**config.mk**
```make
export PLATFORM = sky130hd
export DESIGN_NAME = osd_spi_master
export DESIGN_NICKNAME = d
export VERILOG_FILES = /design/src/rtl/osd_spi_master.sv
export SDC_FILE = /design/constraint.sdc
export NUM_CORES = 1
export LEC_CHECK = 0
export BUFFER_PORTS_ARGS = -buffer_cell sky130_fd_sc_hd__buf_2
export CORE_MARGIN = 2
export CORE_UTILIZATION = 53
export DETAILED_ROUTE_END_ITERATION = 8
export PLACE_DENSITY_LB_ADDON = 0.25
export SYNTH_ARGS = -nofsm -noshare
export SYNTH_HDL_FRONTEND = slang
export SYNTH_SLANG_ARGS = --single-unit
```
**constraint.sdc**
```tcl
create_clock -name clk_sys -period 2.2 [get_ports clk_sys]
set_clock_uncertainty 0.2 [all_clocks]
set_input_delay 0.22 -clock clk_sys [delete_from_list [all_inputs] [get_ports clk_sys]]
set_output_delay 0.22 -clock clk_sys [all_outputs]
set_load 0.01 [all_outputs]
```
**src/rtl/osd_spi_master.sv**
```systemverilog
// SPI initiator for the three-wire OSD command link (SCK, SS3, DO): enable/disable and line-write frames.
// Define OSD_SPI_CLEAR_EN to build cmd_type=3 (clear all: eight zero-filled write frames, lines 0..7).
module osd_spi_master #(
  parameter int unsigned CLK_DIV     = 4,
  parameter int unsigned PAYLOAD_LEN = 256,
  parameter int unsigned GAP_CYCLES  = 8
) (
  input  logic       clk_sys,
  input  logic       reset_n,
  input  logic       req,
  input  logic [1:0] cmd_type,
  input  logic [2:0] cmd_line,
  output logic       busy,
  output logic       done,
  output logic       pay_rd,
  output logic [7:0] pay_addr,
  input  logic [7:0] pay_data,
  output logic       SPI_SCK,
  output logic       SPI_SS3,
  output logic       SPI_DO
);

  typedef enum logic [2:0] {IDLE, SETUP, SHIFT, HOLD, GAP} state_t;

  localparam logic [15:0] DIV_LAST = 16'(CLK_DIV - 1);
  localparam logic [15:0] GAP_LAST = 16'(GAP_CYCLES - 1);
  localparam logic [8:0]  PAY_LEN  = 9'(PAYLOAD_LEN);

  state_t      state_q, state_d;
  logic [15:0] cnt_q, cnt_d;
  logic        sck_q, sck_d;
  logic        ss3_q, ss3_d;
  logic [7:0]  sh_q, sh_d;
  logic [7:0]  nxt_q, nxt_d;
  logic [2:0]  bit_q, bit_d;
  logic [8:0]  left_q, left_d;
  logic        wr_q, wr_d;
  logic        rd_q, rd_d;
  logic        cap_q, cap_d;
  logic [7:0]  addr_q, addr_d;
  logic        done_q, done_d;

  logic        legal;
  logic        last_frame;
  logic [7:0]  cmd_byte;

`ifdef OSD_SPI_CLEAR_EN
  logic        clr_q, clr_d;
  logic [2:0]  line_q, line_d;

  assign last_frame = !(clr_q && (line_q != 3'd7));
`else
  assign last_frame = 1'b1;
`endif

  always_comb begin
    cmd_byte = 8'h00;
    legal    = 1'b1;
    unique case (cmd_type)
      2'd0:    cmd_byte = 8'h40;
      2'd1:    cmd_byte = 8'h41;
      2'd2:    cmd_byte = {5'b00100, cmd_line};
      default: begin
        cmd_byte = 8'h20;
`ifdef OSD_SPI_CLEAR_EN
        legal    = 1'b1;
`else
        legal    = 1'b0;
`endif
      end
    endcase
  end

  always_comb begin
    state_d = state_q;
    cnt_d   = cnt_q;
    sck_d   = sck_q;
    sh_d    = sh_q;
    nxt_d   = nxt_q;
    bit_d   = bit_q;
    left_d  = left_q;
    wr_d    = wr_q;
    rd_d    = 1'b0;
    cap_d   = rd_q;
    addr_d  = addr_q;
    done_d  = 1'b0;
`ifdef OSD_SPI_CLEAR_EN
    clr_d   = clr_q;
    line_d  = line_q;
`endif
    // The source answers one cycle after the strobe; grab it then.
    if (cap_q) nxt_d = pay_data;

    unique case (state_q)
      IDLE: begin
        sck_d = 1'b0;
        if (req && legal) begin
          sh_d    = cmd_byte;
          nxt_d   = '0;
          cnt_d   = '0;
          bit_d   = '0;
          addr_d  = '0;
          wr_d    = (cmd_type == 2'd2);
          left_d  = (cmd_type[1]) ? PAY_LEN : '0;
`ifdef OSD_SPI_CLEAR_EN
          clr_d   = (cmd_type == 2'd3);
          line_d  = '0;
`endif
          state_d = SETUP;
        end
      end
      SETUP: begin
        if (cnt_q == DIV_LAST) begin
          cnt_d   = '0;
          state_d = SHIFT;
        end else begin
          cnt_d = cnt_q + 16'd1;
        end
      end
      SHIFT: begin
        if (cnt_q != DIV_LAST) begin
          cnt_d = cnt_q + 16'd1;
        end else if (!sck_q) begin
          cnt_d = '0;
          sck_d = 1'b1;
          // Fetch the following byte on the first rise of each byte while any remain.
          if ((bit_q == 3'd0) && wr_q && (left_q != '0)) begin
            rd_d   = 1'b1;
            addr_d = 8'(PAY_LEN - left_q);
          end
        end else begin
          cnt_d = '0;
          sck_d = 1'b0;
          bit_d = bit_q + 3'd1;
          if ((bit_q == 3'd7) && (left_q != '0)) begin
            sh_d   = nxt_q;
            left_d = left_q - 9'd1;
          end else begin
            sh_d = {sh_q[6:0], 1'b0};
            if (bit_q == 3'd7) state_d = HOLD;
          end
        end
      end
      HOLD: begin
        if (cnt_q == DIV_LAST) begin
          cnt_d   = '0;
          done_d  = last_frame;
          state_d = GAP;
        end else begin
          cnt_d = cnt_q + 16'd1;
        end
      end
      GAP: begin
        if (cnt_q == GAP_LAST) begin
          cnt_d   = '0;
          state_d = IDLE;
`ifdef OSD_SPI_CLEAR_EN
          if (!last_frame) begin
            line_d  = line_q + 3'd1;
            sh_d    = {5'b00100, line_q + 3'd1};
            left_d  = PAY_LEN;
            state_d = SETUP;
          end else begin
            clr_d = 1'b0;
          end
`endif
        end else begin
          cnt_d = cnt_q + 16'd1;
        end
      end
      default: state_d = IDLE;
    endcase

    ss3_d = !((state_d == SETUP) || (state_d == SHIFT) || (state_d == HOLD));
  end

  always_ff @(posedge clk_sys or negedge reset_n) begin
    if (!reset_n) begin
      state_q <= IDLE;
      cnt_q   <= '0;
      sck_q   <= 1'b0;
      ss3_q   <= 1'b1;
      sh_q    <= '0;
      nxt_q   <= '0;
      bit_q   <= '0;
      left_q  <= '0;
      wr_q    <= 1'b0;
      rd_q    <= 1'b0;
      cap_q   <= 1'b0;
      addr_q  <= '0;
      done_q  <= 1'b0;
`ifdef OSD_SPI_CLEAR_EN
      clr_q   <= 1'b0;
      line_q  <= '0;
`endif
    end else begin
      state_q <= state_d;
      cnt_q   <= cnt_d;
      sck_q   <= sck_d;
      ss3_q   <= ss3_d;
      sh_q    <= sh_d;
      nxt_q   <= nxt_d;
      bit_q   <= bit_d;
      left_q  <= left_d;
      wr_q    <= wr_d;
      rd_q    <= rd_d;
      cap_q   <= cap_d;
      addr_q  <= addr_d;
      done_q  <= done_d;
`ifdef OSD_SPI_CLEAR_EN
      clr_q   <= clr_d;
      line_q  <= line_d;
`endif
    end
  end

  assign busy     = (state_q != IDLE);
  assign done     = done_q;
  assign pay_rd   = rd_q;
  assign pay_addr = addr_q;
  assign SPI_SCK  = sck_q;
  assign SPI_SS3  = ss3_q;
  assign SPI_DO   = sh_q[7];

endmodule

```
==> impl_metrics.csv, run 1 <==
group,metric,value,unit
status,outcome,"finished clean",
synthesis,synth_top_family_by_area,"simple AND/OR/NAND/NOR gates",
synthesis,synth_edf_count,0,
synthesis,ys_warn_count,0,
power,total_power,2.14,mW
sta,worstMarginPinSlew,0.560,ns
worst_setup_path,required,2.27,ns
worst_setup_path,r2r_cells,7,
synthesis,synthesis.nets,370,
global_route,grt_max_degree,41,
placement,dp_cells,464,
sta,min_period_over_period,0.997,
worst_setup_path,cp_cell_sequence,"inv_2, ha_4, or4b_4, or2_4, and4bb_1, mux2i_1, o21ai_1",
die,rows,28,
sta,max_freq,456,MHz
placement,dp_slack,-0.0509,ns
die,die_h,82.6,um
power,pwr_density_cell,530,nW/um2
cts,clk_latency,0.35,ns
cts,cts.clk_slew.worst_paths,0.07,ns
drt,final_antenna_net_count,0,
power,switching_power,0.447,mW
cells_and_area,num-fill-cells,448,
drt,viasPerCell,5.75,
worst_setup_path,path_class,"flop to flop",
cells_and_area,fin_util,0.677,
drt,drtIter0Drc,199,
worst_setup_path,timing.rr.start,"left_q[1]",
synthesis,synth_compound_area_frac,0.140,
cells_and_area,nets,436,
worst_setup_path,r2r_slack,0.006,ns
synthesis,syn_area_per_cell,9.40,um2
sta,setup_ws,0.00630,ns
min_path,hp-class,"input port to flop",
synthesis,yosys.area_share.xor_xnor,0.0348,
power,power.share.switching,0.209,
cells_and_area,n_antenna_cell,0,
global_route,top_usage_layer,"met2",
placement,io_buffers,29,
global_route,grt_use_met3,0.0533,
synthesis,synthFlopType,"dfrtp_1",
worst_setup_path,worst_ep_arrival_time,2.26,ns
global_route,grt_overflow,0,
worst_setup_path,crit_fanout,6,
cells_and_area,area_growth,23.3,%
min_path,min-delay-start,"cmd_line[1]",
synthesis,synthMuxAreaShare,0.0551,
cells_and_area,fin_cells,492,
placement,dp_hpwl,5500,um
sta,period_needed,2.19,ns
drt,vias,2831,
power,p_comb_frac,0.029,
synthesis,yosys.cell_types.count,58,
power,vdd_drop_max,337,uV
global_route,grt_use_met2,0.394,
cts,clk_path_buf_depth,2,
drt,wire_per_inst,16.0,um
sta,drv_slew,0,
worst_setup_path,crit_slowest_cell,"or4b_4",
global_route,grt_util_all_layers,0.243,
cts,clockRootBuffer,"clkbuf_8",
worst_setup_path,startpoint_type,"flop",
synthesis,synth_cells,348,
worst_setup_path,cpPeakStageDelay,0.49,ns
drt,drt_pass1_iterations,4,
power,power_frac_seq,0.525,
sta,setup_tns,0,ns
die,dieArea,6820,um2
placement,gp_congestion,0.866,
cts,numClockSinks,61,
synthesis,synth_fa_ha_area_frac,0.0230,
job,drv_cap,0,
die,coreArea,5960,um2
cells_and_area,drive_gt1_frac,0.235,
global_route,use_met1,0.314,
synthesis,syn-cell-area,3270,um2
power,intPower,1.69,mW
cts,numCtsBuffers,9,
synthesis,ys_seq_elements,61,
synthesis,yosys.area_share.simple,0.238,
synthesis,ys_seq_area_frac,0.467,
global_route,antenna_found_initial,0,
sta,setup_viol,0,
worst_setup_path,r2r-end,"state_q[0]",
die,die_width,82.6,um
min_path,holdPathStages,3,
sta,hold_viol,0,
min_path,hold_path_end,"sh_q[1]",
global_route,grt_pass1_vias,2618,
die,design.portCount,30,
sta,rsz0062_at_grt,"yes",
drt,wl,7850,um
sta,maxSlewHeadroom,0.627,
synthesis,ys_async_sr_fraction,1.00,
cts,cts_tree,"yes",
global_route,grt_pass1_wl,12300,um
worst_setup_path,crit_path_end_kind,"flop",
die,initial_utilization,0.549,
power,leakage,1.85,nW
cts,cts.htree.levels,3,
power,power.share.clock,0.446,
drt,remaining_drc_errors,0,
cells in the mapped netlist (all sizes together), types with 2 or more instances:
master / instances / area (um2)
a211oi: 2 / 15.0
a21oi: 15 / 78.8
a22o: 4 / 35.0
a22oi: 3 / 22.5
a31oi: 2 / 12.5
and2: 3 / 18.8
and3: 2 / 12.5
and4: 4 / 35.0
buf: 10 / 63.8
clkbuf: 7 / 27.5
dfrtp: 60 / 1500
ha: 6 / 75.1
inv: 12 / 45.0
mux2i: 18 / 180
nand2: 35 / 131
nand2b: 4 / 25.0
nand3: 21 / 105
nand4: 12 / 90.1
nor2: 37 / 139
nor2b: 4 / 25.0
nor3: 12 / 60.1
nor4: 3 / 18.8
nor4b: 2 / 17.5
nor4bb: 2 / 20.0
o211ai: 2 / 15.0
o21a: 2 / 15.0
o21ai: 31 / 170
o21bai: 2 / 15.0
o22ai: 2 / 18.8
or2: 2 / 12.5
xnor2: 2 / 17.5
xor2: 11 / 96.3
critical path: cells and delay by family, from the launching register on:
family                     cells  cell delay (ns)
buffers and inverters          1             0.09
muxes                          1             0.08
DFF                            1             0.39
adders and majority gates      1             0.13
and+or+nand+nor                3             1.06
AOI/OAI and AO/OA              1             0.16
repair_timing:
action | 4_1_cts | 5_1_grt
endpoints found under the hold margin | 30 | 0
pin swaps | 1 | 8
setup buffers | 3 | 1
hold buffers | 10 | 0
endpoints found under the setup margin | 7 | 25
gates resized for setup | 1 | 16
cell families (layout without fill, tap and decap cells):
family | Yosys count | count (layout)
AO/OA/AOI/OAI | 72 | 72
AND/OR/NAND/NOR | 149 | 149
adder cells (fa/ha/maj) | 6 | 6
buffers and inverters | 29 | 98
XOR/XNOR | 13 | 13
flip-flops | 61 | 61
multiplexers | 18 | 18
state kept, by name (all words and copies together) (netlist names):
signal    count
SPI_SCK       1
SPI_SS3       1
bit_q         3
cap_q         1
cnt_q        16
done          1
left_q        9
nxt_q         8
pay_addr      8
pay_rd        1
sh_q          8
state_q       3
wr_q          1
per-stage QoR:
step / hold slack [ns] / area, um2
6_report: 0.0198 / 4030
5_1_grt: 0.0310 / 4030
4_1_cts: 0.00481 / 3970
3_5_place_dp: 0.0163 / 3650
3_3_place_gp: 0.0156 / 3650
2_1_floorplan: -0.276 / 3270
metal layers:
layer | vias to the layer above | share of wire
met4 | 0 | 0.021
met1 | 1368 | 0.45
met5 | - | 0
li1 | 1366 | -
met3 | 20 | 0.042
met2 | 77 | 0.49
how the worst max path moves through the flow:
stage,slack (ns),end,depth (start not counted),from
finish,0.006,state_q[0],7,left_q[1]
global route,-0.05,state_q[0],7,left_q[1]
CTS,0.0007,sh_q[7],8,left_q[1]
detailed placement,-0.05,state_q[0],7,left_q[1]
global placement,0.05,state_q[0],7,left_q[1]
floorplan,0.02,sh_q[6],8,left_q[0]
area by class of cell:
| class | count | area (um2) | area share |
|---|---|---|---|
| sequential | 61 | 1530 | 0.379 |
| clock inverter | 2 | 35.0 | 0.00868 |
| inverter | 12 | 45.0 | 0.0112 |
| clock buffer | 12 | 145 | 0.0360 |
| tap | 75 | 93.8 | 0.0233 |
| multi-input combinational | 258 | 1660 | 0.412 |
| timing repair buffer | 72 | 526 | 0.130 |
power groups by stage:
stage          registers (mW)  clock network [mW]  logic [mW]
4_1_cts                  1.12               0.974      0.0634
2_1_floorplan            1.14                   0     0.00664
6_report                 1.12               0.953      0.0617
3_5_place_dp             1.14                   0      0.0499
3_3_place_gp             1.14                   0      0.0486
5_1_grt                  1.12                1.02      0.0707
cell usage in the layout, fill, tap and decap left out, types with 3 or more instances in the layout:
master and count:
nand4_1 11, and2_1 3, mux2i_1 17, a21oi_1 14
nor2b_1 4, a22o_1 4, xor2_1 11, nand2b_1 4
o21ai_1 3, nor2_1 37, and4_1 3, nand3_1 21
inv_1 10, a22oi_1 3, clkbuf_8 10, ha_1 4
buf_2 29, buf_4 29, o21ai_0 26, dlygate4sd3_1 10
nor3_1 10, dfrtp_1 60, nand2_1 35
Note: power is estimated with default switching activity, not from simulation.
==> inputs of run 2 (changes only) <==
MAX_ROUTING_LAYER = met4   (was unset)
==> impl_metrics.csv, run 2 (synthesized netlist as in run 1, its figures left out) <==
group,metric,value,unit
sta,holdWs,0.0305,ns
worst_setup_path,cpPeakStageDelay,0.49,ns
worst_setup_path,required,2.27,ns
sta,worstMarginPinSlew,0.561,ns
job,drv_cap,0,
worst_setup_path,critPathLaunch,"left_q[1]",
sta,min_period_over_period,0.995,
power,pwr_density_cell,529,nW/um2
cells_and_area,largest_reg_flops,16,
global_route,antenna_found_initial,0,
cts,cts.clk_slew.worst_paths,0.07,ns
cts,clockRootBuffer,"clkbuf_8",
cells_and_area,drive_gt1_frac,0.235,
cts,clk_latency,0.34,ns
cts,numCtsBuffers,9,
die,dieArea,6820,um2
drt,drt_pass1_iterations,4,
placement,dp_cells,464,
die,coreArea,5960,um2
cells_and_area,reg_top3,"cnt_q: 16 flops, left_q: 9 flops",
worst_setup_path,startpoint_type,"flop",
worst_setup_path,timing.rr.start,"left_q[1]",
worst_setup_path,crit_fanout,6,
worst_setup_path,crit_path_end_kind,"flop",
cts,clk_path_buf_depth,2,
cells_and_area,area_growth,23.3,%
global_route,grt_pass1_wl,12300,um
power,leakage,1.85,nW
cts,cts_tree,"yes",
drt,viasPerCell,5.75,
die,die_width,82.6,um
placement,dp_hpwl,5500,um
cells_and_area,n_antenna_cell,0,
drt,final_antenna_net_count,0,
die,design.portCount,30,
drt,vias,2829,
cts,numClockSinks,61,
sta,hold_viol,0,
global_route,grt_overflow,0,
cells_and_area,largest_register,"cnt_q",
worst_setup_path,cp_cell_sequence,"inv_2, ha_4, or4b_4, or2_4, and4bb_1, mux2i_1, o21ai_1",
placement,dp_slack,-0.0509,ns
die,rows,28,
cts,cts.htree.levels,3,
die,initial_utilization,0.549,
placement,io_buffers,29,
global_route,grt_pass1_vias,2626,
cells_and_area,nets,436,
global_route,grt_max_degree,41,
sta,setup_ws,0.0105,ns
global_route,grt_util_all_layers,0.250,
power,vdd_drop_max,335,uV
worst_setup_path,endpoint,"state_q[0]",
drt,remaining_drc_errors,0,
cells_and_area,fin_util,0.677,
worst_setup_path,worst_ep_arrival_time,2.26,ns
placement,gp_congestion,0.880,
die,die_h,82.6,um
cells_and_area,fin_cells,492,
status,outcome,"finished clean",
drt,drtIter0Drc,181,
sta,period_needed,2.19,ns
cells_and_area,final_cell_mix,"60 x dfrtp_1, 37 x nor2_1, 35 x nand2_1, 29 x buf_2, 29 x buf_4",
drt,wl,7800,um
sta,max_freq,457,MHz
sta,setup_viol,0,
worst_setup_path,path_class,"flop to flop",
drt,wire_per_inst,15.8,um
sta,setup_tns,0,ns
worst_setup_path,r2r-end,"state_q[0]",
worst_setup_path,r2r_slack,0.01,ns
min_path,hp-class,"input port to flop",
sta,rsz0062_at_grt,"yes",
worst_setup_path,crit_slowest_cell,"or4b_4",
worst_setup_path,r2r_cells,7,
sta,drv_slew,0,
cells_and_area,num-fill-cells,448,
sta,maxSlewHeadroom,0.626,
cells_and_area,mostFrequentLayoutCell,"dfrtp_1",
==> run 2: cell counts in the layout (fill, tap and decap cells not counted) <==
No cell type changed its count.
==> run 2: power breakdown <==
group	switching, mW	internal, mW	total [mW]
combinational	0.0339	0.0277	0.0616
clock	0.409	0.540	0.949
sequential	0	1.12	1.12
total	0.443	1.69	2.13
==> run 2: worst min-delay path by stage <==
stage | from | end | cells after the start
2_1_floorplan | reset_n | SPI_SCK | 0
3_3_place_gp | reset_n | nxt_q[3] | 1
3_5_place_dp | reset_n | nxt_q[3] | 1
4_1_cts | cmd_line[1] | sh_q[1] | 3
5_1_grt | cmd_line[1] | sh_q[1] | 3
6_report | cmd_line[1] | sh_q[1] | 3
==> run 2: critical path: cells and delay by family (launching register included) <==
kind,cells,cell delay (ns)
AO/OA/AOI/OAI,1,0.16
buffers and inverters,1,0.09
flip-flops,1,0.39
AND/OR/NAND/NOR,3,1.06
multiplexers,1,0.08
adder cells (fa/ha/maj),1,0.13
==> run 2: area by class of cell <==
| type | instances | area (um2) | area share |
|---|---|---|---|
| Clock buffer | 12 | 145 | 0.0360 |
| Clock inverter | 2 | 35.0 | 0.00868 |
| Inverter | 12 | 45.0 | 0.0112 |
| Multi-Input combinational cell | 258 | 1660 | 0.412 |
| Sequential cell | 61 | 1530 | 0.379 |
| Tap cell | 75 | 93.8 | 0.0233 |
| Timing Repair Buffer | 72 | 526 | 0.130 |
==> run 2: repair_timing <==
action | 4_1_cts | 5_1_grt
endpoints found under the setup margin | 7 | 25
pin swaps | 1 | 8
endpoints found under the hold margin | 30 | 0
hold buffers | 10 | 0
buffers inserted | 3 | 1
gates resized for setup | 1 | 16
==> run 2: per-stage QoR <==
stage | instance area, um2 | power (mW)
finish | 4030 | 2.13
global route | 4030 | 2.21
CTS | 3970 | 2.16
detailed placement | 3650 | 1.19
global placement | 3650 | 1.19
floorplan | 3270 | 1.15
==> run 2: metal layers <==
layer  vias to the layer above  global-route usage  routed length, um  part of all wire
li1                       1367                   -                  -                 -
met4                         0               0.107                151             0.019
met3                        19              0.0533                375             0.048
met5                         -                   -                  0                 0
met1                      1352               0.312               3410              0.44
met2                        91               0.396               3860              0.49
